**config.mk**
```make
export PLATFORM = sky130hd
export DESIGN_NAME = frequency_pixel_emitter
export DESIGN_NICKNAME = d
export VERILOG_FILES = /design/src/rtl/frequency_pixel_emitter.sv
export SDC_FILE = /design/constraint.sdc
export NUM_CORES = 1
export LEC_CHECK = 0
export ABC_AREA = 0
export ABC_CLOCK_PERIOD_IN_PS = 2500
export BUFFER_PORTS_ARGS = -buffer_cell sky130_fd_sc_hd__buf_2
export CAP_MARGIN = 20
export CORE_MARGIN = 1
export CORE_UTILIZATION = 57
export CTS_CLUSTER_SIZE = 20
export DETAILED_ROUTE_END_ITERATION = 7
export PLACE_DENSITY = 0.73
export SKIP_LAST_GASP = 1
export SYNTH_ARGS = -nofsm -noshare
export SYNTH_HDL_FRONTEND = slang
export SYNTH_SLANG_ARGS = --single-unit
```
**constraint.sdc**
```tcl
create_clock -name clock -period 2.5 [get_ports clock]
set_input_delay 0.5 -clock clock [delete_from_list [all_inputs] [get_ports clock]]
set_output_delay 0.5 -clock clock [all_outputs]
set_load 0.02 [all_outputs]
```
**src/rtl/frequency_pixel_emitter.sv**
```systemverilog
// frequency_pixel_emitter: serialises a word MSB-first onto a light source.
// Each bit becomes a fixed-length square-wave burst (FREQUENCY0 for a 0,
// FREQUENCY1 for a 1). An idle-low gap follows the last bit, and done pulses
// for one cycle. The stop input aborts from any state.
module frequency_pixel_emitter #(
   parameter int CLOCK_FREQUENCY = 100000000,
   parameter int FREQUENCY0      = 9000,
   parameter int FREQUENCY1      = 11000,
   parameter int WORD_WIDTH      = 8,
   parameter int SYMBOL_CYCLES   = 1000000,
   parameter int GAP_CYCLES      = 1000000
) (
   input  logic                  clock,
   input  logic                  reset,
   input  logic [WORD_WIDTH-1:0] data,
   input  logic                  start,
   input  logic                  stop,
   output logic                  ready,
   output logic                  busy,
   output logic                  emitter,
   output logic                  current_bit,
   output logic                  done
);

   // Half-period lengths, in clock cycles, for each tone.
   localparam int HALF0 = CLOCK_FREQUENCY / (2 * FREQUENCY0);
   localparam int HALF1 = CLOCK_FREQUENCY / (2 * FREQUENCY1);
   localparam int HMAX  = (HALF0 > HALF1) ? HALF0 : HALF1;

   // Counter widths are sized to the terminal count, with a minimum of 1 bit.
   localparam int HW = (HMAX > 1)          ? $clog2(HMAX)          : 1;
   localparam int SW = (SYMBOL_CYCLES > 1) ? $clog2(SYMBOL_CYCLES) : 1;
   localparam int GW = (GAP_CYCLES > 1)    ? $clog2(GAP_CYCLES)    : 1;
   localparam int BW = (WORD_WIDTH > 1)    ? $clog2(WORD_WIDTH)    : 1;

   typedef enum logic [1:0] {
      ST_IDLE   = 2'd0,
      ST_SYMBOL = 2'd1,
      ST_GAP    = 2'd2
   } t_state;

   t_state                r_state;
   logic [WORD_WIDTH-1:0] r_shift;
   logic [BW-1:0]         r_bit_cnt;
   logic [HW-1:0]         r_half_cnt;
   logic [SW-1:0]         r_sym_cnt;
   logic [GW-1:0]         r_gap_cnt;
   logic                  r_emitter;
   logic                  r_cur_bit;
   logic                  r_done;
   logic                  r_ready;
   logic                  r_busy;

   t_state                w_state_nxt;
   logic [WORD_WIDTH-1:0] w_shift_nxt;
   logic [BW-1:0]         w_bit_cnt_nxt;
   logic [HW-1:0]         w_half_cnt_nxt;
   logic [SW-1:0]         w_sym_cnt_nxt;
   logic [GW-1:0]         w_gap_cnt_nxt;
   logic                  w_emitter_nxt;
   logic                  w_cur_bit_nxt;
   logic                  w_done_nxt;
   logic                  w_ready_nxt;
   logic                  w_busy_nxt;

   logic [WORD_WIDTH-1:0] w_shifted;
   logic [HW-1:0]         w_half_term;

   // The tone of the bit currently on air selects the half-period terminal count.
   assign w_shifted   = r_shift << 1;
   assign w_half_term = r_cur_bit ? HW'(HALF1 - 1) : HW'(HALF0 - 1);

   // Next-state and next-output logic. stop overrides every other transition.
   always_comb begin
      w_state_nxt    = r_state;
      w_shift_nxt    = r_shift;
      w_bit_cnt_nxt  = r_bit_cnt;
      w_half_cnt_nxt = r_half_cnt;
      w_sym_cnt_nxt  = r_sym_cnt;
      w_gap_cnt_nxt  = r_gap_cnt;
      w_emitter_nxt  = r_emitter;
      w_cur_bit_nxt  = r_cur_bit;
      w_done_nxt     = 1'b0;
      w_ready_nxt    = r_ready;
      w_busy_nxt     = r_busy;

      if (stop) begin
         w_state_nxt    = ST_IDLE;
         w_bit_cnt_nxt  = '0;
         w_half_cnt_nxt = '0;
         w_sym_cnt_nxt  = '0;
         w_gap_cnt_nxt  = '0;
         w_emitter_nxt  = 1'b0;
         w_cur_bit_nxt  = 1'b0;
         w_ready_nxt    = 1'b1;
         w_busy_nxt     = 1'b0;
      end else begin
         case (r_state)
            ST_IDLE: begin
               w_ready_nxt   = 1'b1;
               w_busy_nxt    = 1'b0;
               w_emitter_nxt = 1'b0;
               w_cur_bit_nxt = 1'b0;
               if (start) begin
                  // Accept the word; the first burst begins high on the next cycle.
                  w_state_nxt    = ST_SYMBOL;
                  w_shift_nxt    = data;
                  w_bit_cnt_nxt  = '0;
                  w_half_cnt_nxt = '0;
                  w_sym_cnt_nxt  = '0;
                  w_emitter_nxt  = 1'b1;
                  w_cur_bit_nxt  = data[WORD_WIDTH-1];
                  w_ready_nxt    = 1'b0;
                  w_busy_nxt     = 1'b1;
               end else begin
                  w_state_nxt = ST_IDLE;
               end
            end
            ST_SYMBOL: begin
               if (r_sym_cnt == SW'(SYMBOL_CYCLES - 1)) begin
                  w_half_cnt_nxt = '0;
                  w_sym_cnt_nxt  = '0;
                  if (r_bit_cnt == BW'(WORD_WIDTH - 1)) begin
                     w_state_nxt   = ST_GAP;
                     w_gap_cnt_nxt = '0;
                     w_emitter_nxt = 1'b0;
                     w_cur_bit_nxt = 1'b0;
                  end else begin
                     // Restart the next bit in phase, so every burst opens high.
                     w_shift_nxt   = w_shifted;
                     w_bit_cnt_nxt = r_bit_cnt + BW'(1'b1);
                     w_emitter_nxt = 1'b1;
                     w_cur_bit_nxt = w_shifted[WORD_WIDTH-1];
                  end
               end else begin
                  w_sym_cnt_nxt = r_sym_cnt + SW'(1'b1);
                  // A half period longer than the symbol never reaches its terminal count.
                  if (r_half_cnt == w_half_term) begin
                     w_half_cnt_nxt = '0;
                     w_emitter_nxt  = ~r_emitter;
                  end else begin
                     w_half_cnt_nxt = r_half_cnt + HW'(1'b1);
                  end
               end
            end
            ST_GAP: begin
               w_emitter_nxt = 1'b0;
               w_cur_bit_nxt = 1'b0;
               if (r_gap_cnt == GW'(GAP_CYCLES - 1)) begin
                  w_state_nxt   = ST_IDLE;
                  w_gap_cnt_nxt = '0;
                  w_done_nxt    = 1'b1;
                  w_ready_nxt   = 1'b1;
                  w_busy_nxt    = 1'b0;
               end else begin
                  w_gap_cnt_nxt = r_gap_cnt + GW'(1'b1);
               end
            end
            default: begin
               w_state_nxt    = ST_IDLE;
               w_bit_cnt_nxt  = '0;
               w_half_cnt_nxt = '0;
               w_sym_cnt_nxt  = '0;
               w_gap_cnt_nxt  = '0;
               w_emitter_nxt  = 1'b0;
               w_cur_bit_nxt  = 1'b0;
               w_ready_nxt    = 1'b1;
               w_busy_nxt     = 1'b0;
            end
         endcase
      end
   end

   // State, counter and output registers; reset clears them at once, without a clock.
   always_ff @(posedge clock or posedge reset) begin
      if (reset) begin
         r_state    <= ST_IDLE;
         r_shift    <= '0;
         r_bit_cnt  <= '0;
         r_half_cnt <= '0;
         r_sym_cnt  <= '0;
         r_gap_cnt  <= '0;
         r_emitter  <= 1'b0;
         r_cur_bit  <= 1'b0;
         r_done     <= 1'b0;
         r_ready    <= 1'b1;
         r_busy     <= 1'b0;
      end else begin
         r_state    <= w_state_nxt;
         r_shift    <= w_shift_nxt;
         r_bit_cnt  <= w_bit_cnt_nxt;
         r_half_cnt <= w_half_cnt_nxt;
         r_sym_cnt  <= w_sym_cnt_nxt;
         r_gap_cnt  <= w_gap_cnt_nxt;
         r_emitter  <= w_emitter_nxt;
         r_cur_bit  <= w_cur_bit_nxt;
         r_done     <= w_done_nxt;
         r_ready    <= w_ready_nxt;
         r_busy     <= w_busy_nxt;
      end
   end

   assign ready       = r_ready;
   assign busy        = r_busy;
   assign emitter     = r_emitter;
   assign current_bit = r_cur_bit;
   assign done        = r_done;

endmodule

```
==> reports/metrics.cfg <==
[floorplanning]
initial_core_util = 0.592
ios = 17
coreArea_sq_mm = 0.00639
fp.dieW_um = 83.4
die_h_um = 83.4
die_area_sq_mm = 0.00696
num_rows = 29

[finish]
insertedDiodeCount = 0
area_growth_pct = 13.6
drive_gt1_frac = 0.151
finalNetCount = 449

[sta]
period_needed_ns = 2.27
fmax_mhz = 441
grt_setup_unrepaired = no
fin_ws_ns = 0.235
slew_headroom = 0.515
fin_tns_setup_ns = 0
skew_ns = 0.00756
hold_violations = 0
hold_slack_ns = 0.0771
slew_viol_final = 0
worst_pin_slew_ns = 0.727
fin_crit_sh = 0.906
setup_viol = 0

[cts]
cts_made_buffers = 9
numClockSinks = 70
clock_latency_ns = 0.34
post_cts_buffers = 0
h-tree-depth = 3
cts_tree = built
cts_resized = 0
clkTransAtPathRegs_ns = 0.07
holdBufCountCts = 0
cts.path.max_buffers = 2
clockRootBuffer = clkbuf_8

[detailed_routing]
vias = 3157
wire_per_inst_um = 16.1
drt-total-wl_mm = 8.26
drt_iter0_drc = 231
first_pass_iters = 5
drc_errors = 0
ant_nets = 0
vias_per_cell = 6.15

[critical_path]
path_cells = ha_1 -> nand3_1 -> nor4_4 -> nand2_2 -> o31ai_4 -> mux2_2
critical_path_class = register to register
end_kind = register
path_max_fanout = 7
cp_slowest_cell = nor4_4
cpPeakStageDelay_ns = 0.46
crit_path_start_kind = register
cpLargestDelayFamily = simple AND/OR/NAND/NOR gates
cp.required_ns = 2.73
crit_arrival_ns = 2.49
path_buf_inv = 0

[synth]
yosysMostFrequentCell = dfrtp_1
post_synth_inst_count = 403
netlist.area_leader.share = 0.457
synth_warnings = 0
syn_nets = 420
synth_common_cells = 69 x dfrtp_1, 60 x nand2_1, 38 x nor2_1
avgSynthCellArea_sq_um = 9.38
synth_edf_count = 0
synth_area_leaders = dfrtp_1 46%, nand2_1 6.0%, xor2_1 4.4%, nor2_1 3.8%, nand3_1 3.6%
async_flop_share = 1.00
ys_seq_area_frac = 0.464
yosysTopAreaCell = dfrtp_1
synth_area_sq_mm = 0.00378
synth-seq-cells = 70
yosysUniqueCellTypes = 61
synth-main-ff-cell = dfrtp_1

[global_routing]
grt_first_pass_wirelength_mm = 14.1
grt_overflow_total = 0
antenna_found_initial = 0
grt_max_degree = 37
grt_pass1_vias = 2942
grt_usage = 0.256

[placement]
port_buffers = 16
place.gp.congestion = 0.867
place_ws_ns = 0.263
dp_hpwl_mm = 5.72

[power]
power.density_mw_per_mm2 = 635
ir_drop_mv = 0.526
p_leak_nw = 1.87
power_mw = 2.73

[hold_path]
hold_class = input port to async pin

[run]
cap_violations = 0

[status]
status = completed

## cells by family (layout without fill, tap and decap cells)
| logic type | after synthesis | in the layout | share of synthesized area |
|---|---|---|---|
| multiplexers | 12 | 12 | 0.0344 |
| adder cells (fa/ha/maj) | 5 | 5 | 0.0165 |
| XOR/XNOR | 24 | 24 | 0.0556 |
| buffers and inverters | 23 | 56 | 0.0251 |
| flip-flops | 70 | 70 | 0.464 |
| AND/OR/NAND/NOR | 191 | 191 | 0.257 |
| AO/OA/AOI/OAI | 78 | 78 | 0.148 |
## power breakdown
part           leakage (nW)  internal (mW)  switching (mW)  total [mW]
logic                 0.769         0.0876           0.132       0.220
clock network         0.139          0.861           0.427        1.29
registers             0.956           1.18          0.0374        1.22
total                  1.87           2.13           0.596        2.73
## metrics by stage
| step | std cells | util | cell area [sq um] |
|---|---|---|---|
| 6_report | 513 | 0.673 | 4300 |
| 5_1_grt | 513 | 0.673 | 4300 |
| 4_1_cts | 513 | 0.673 | 4300 |
| 3_5_place_dp | 498 | 0.628 | 4010 |
| 3_3_place_gp | 498 | 0.628 | 4010 |
| 2_1_floorplan | 403 | - | 3780 |
## routing by layer
layer	wire (um)	vias to the layer above	share of wire	track usage
li1	-	1519	-	-
met1	4030	1526	0.49	0.365
met2	3680	101	0.44	0.393
met3	434	11	0.053	0.0577
met4	119	0	0.014	0.0786
met5	0	-	0	0
## flip-flops by register name, summed over array words and instances (netlist names)
register,cells
r_gap_cnt,20
r_sym_cnt,20
r_half_cnt,13
r_shift,7
r_bit_cnt,3
r_state,2
busy,1
current_bit,1
done,1
emitter,1
ready,1
## worst register-to-register path, cell delays in order, from the launching register on
cell and delay (ns):
dfrtp_1 0.38, ha_1 0.21, nand3_1 0.20, nor4_4 0.46, nand2_2 0.17, o31ai_4 0.37, mux2_2 0.38
## placed cells by master, fill, tap and decap left out, types with 8 or more instances in the layout
cell type / instances
a21oi_1: 14
o21ai_0: 16
clkbuf_8: 9
nor2_1: 38
buf_2: 16
dfrtp_1: 69
inv_1: 9
nand3_1: 27
a31oi_1: 15
nor3_1: 11
nand2_1: 60
xor2_1: 19
buf_4: 15
mux2_2: 8
nand2b_1: 8
nand4_1: 12
## final cells by class
class / instances / area, sq um
clock buffer: 9 / 124
clock inverter: 6 / 159
fill: 501 / 2090
inverter: 10 / 37.5
multi-input combinational: 310 / 1930
sequential: 70 / 1750
tap: 77 / 96.3
timing repair buffer: 31 / 193
## worst paths after layout
| check | start | endpoint | slack, ns | depth (start not counted) |
|---|---|---|---|---|
| setup reg to reg | r_sym_cnt[0]$_DFFE_PP0P_ | r_shift[6]$_DFFE_PP0P_ | 0.23 | 6 |
| hold reg to reg | r_shift[5]$_DFFE_PP0P_ | r_shift[5]$_DFFE_PP0P_ | 0.51 | 1 |
| min in group clock | data[0] | r_shift[0]$_DFFE_PP0P_ | 0.40 | 3 |
| hold / removal | reset | r_gap_cnt[7]$_DFFE_PP0P_ | 0.08 | 2 |
| setup / recovery | r_sym_cnt[0]$_DFFE_PP0P_ | r_shift[6]$_DFFE_PP0P_ | 0.23 | 6 |
| max in group asynchronous | reset | ready$_DFFE_PP1P_ | 1.67 | 3 |
No activity file was read; power rests on OpenSTA's default activity.
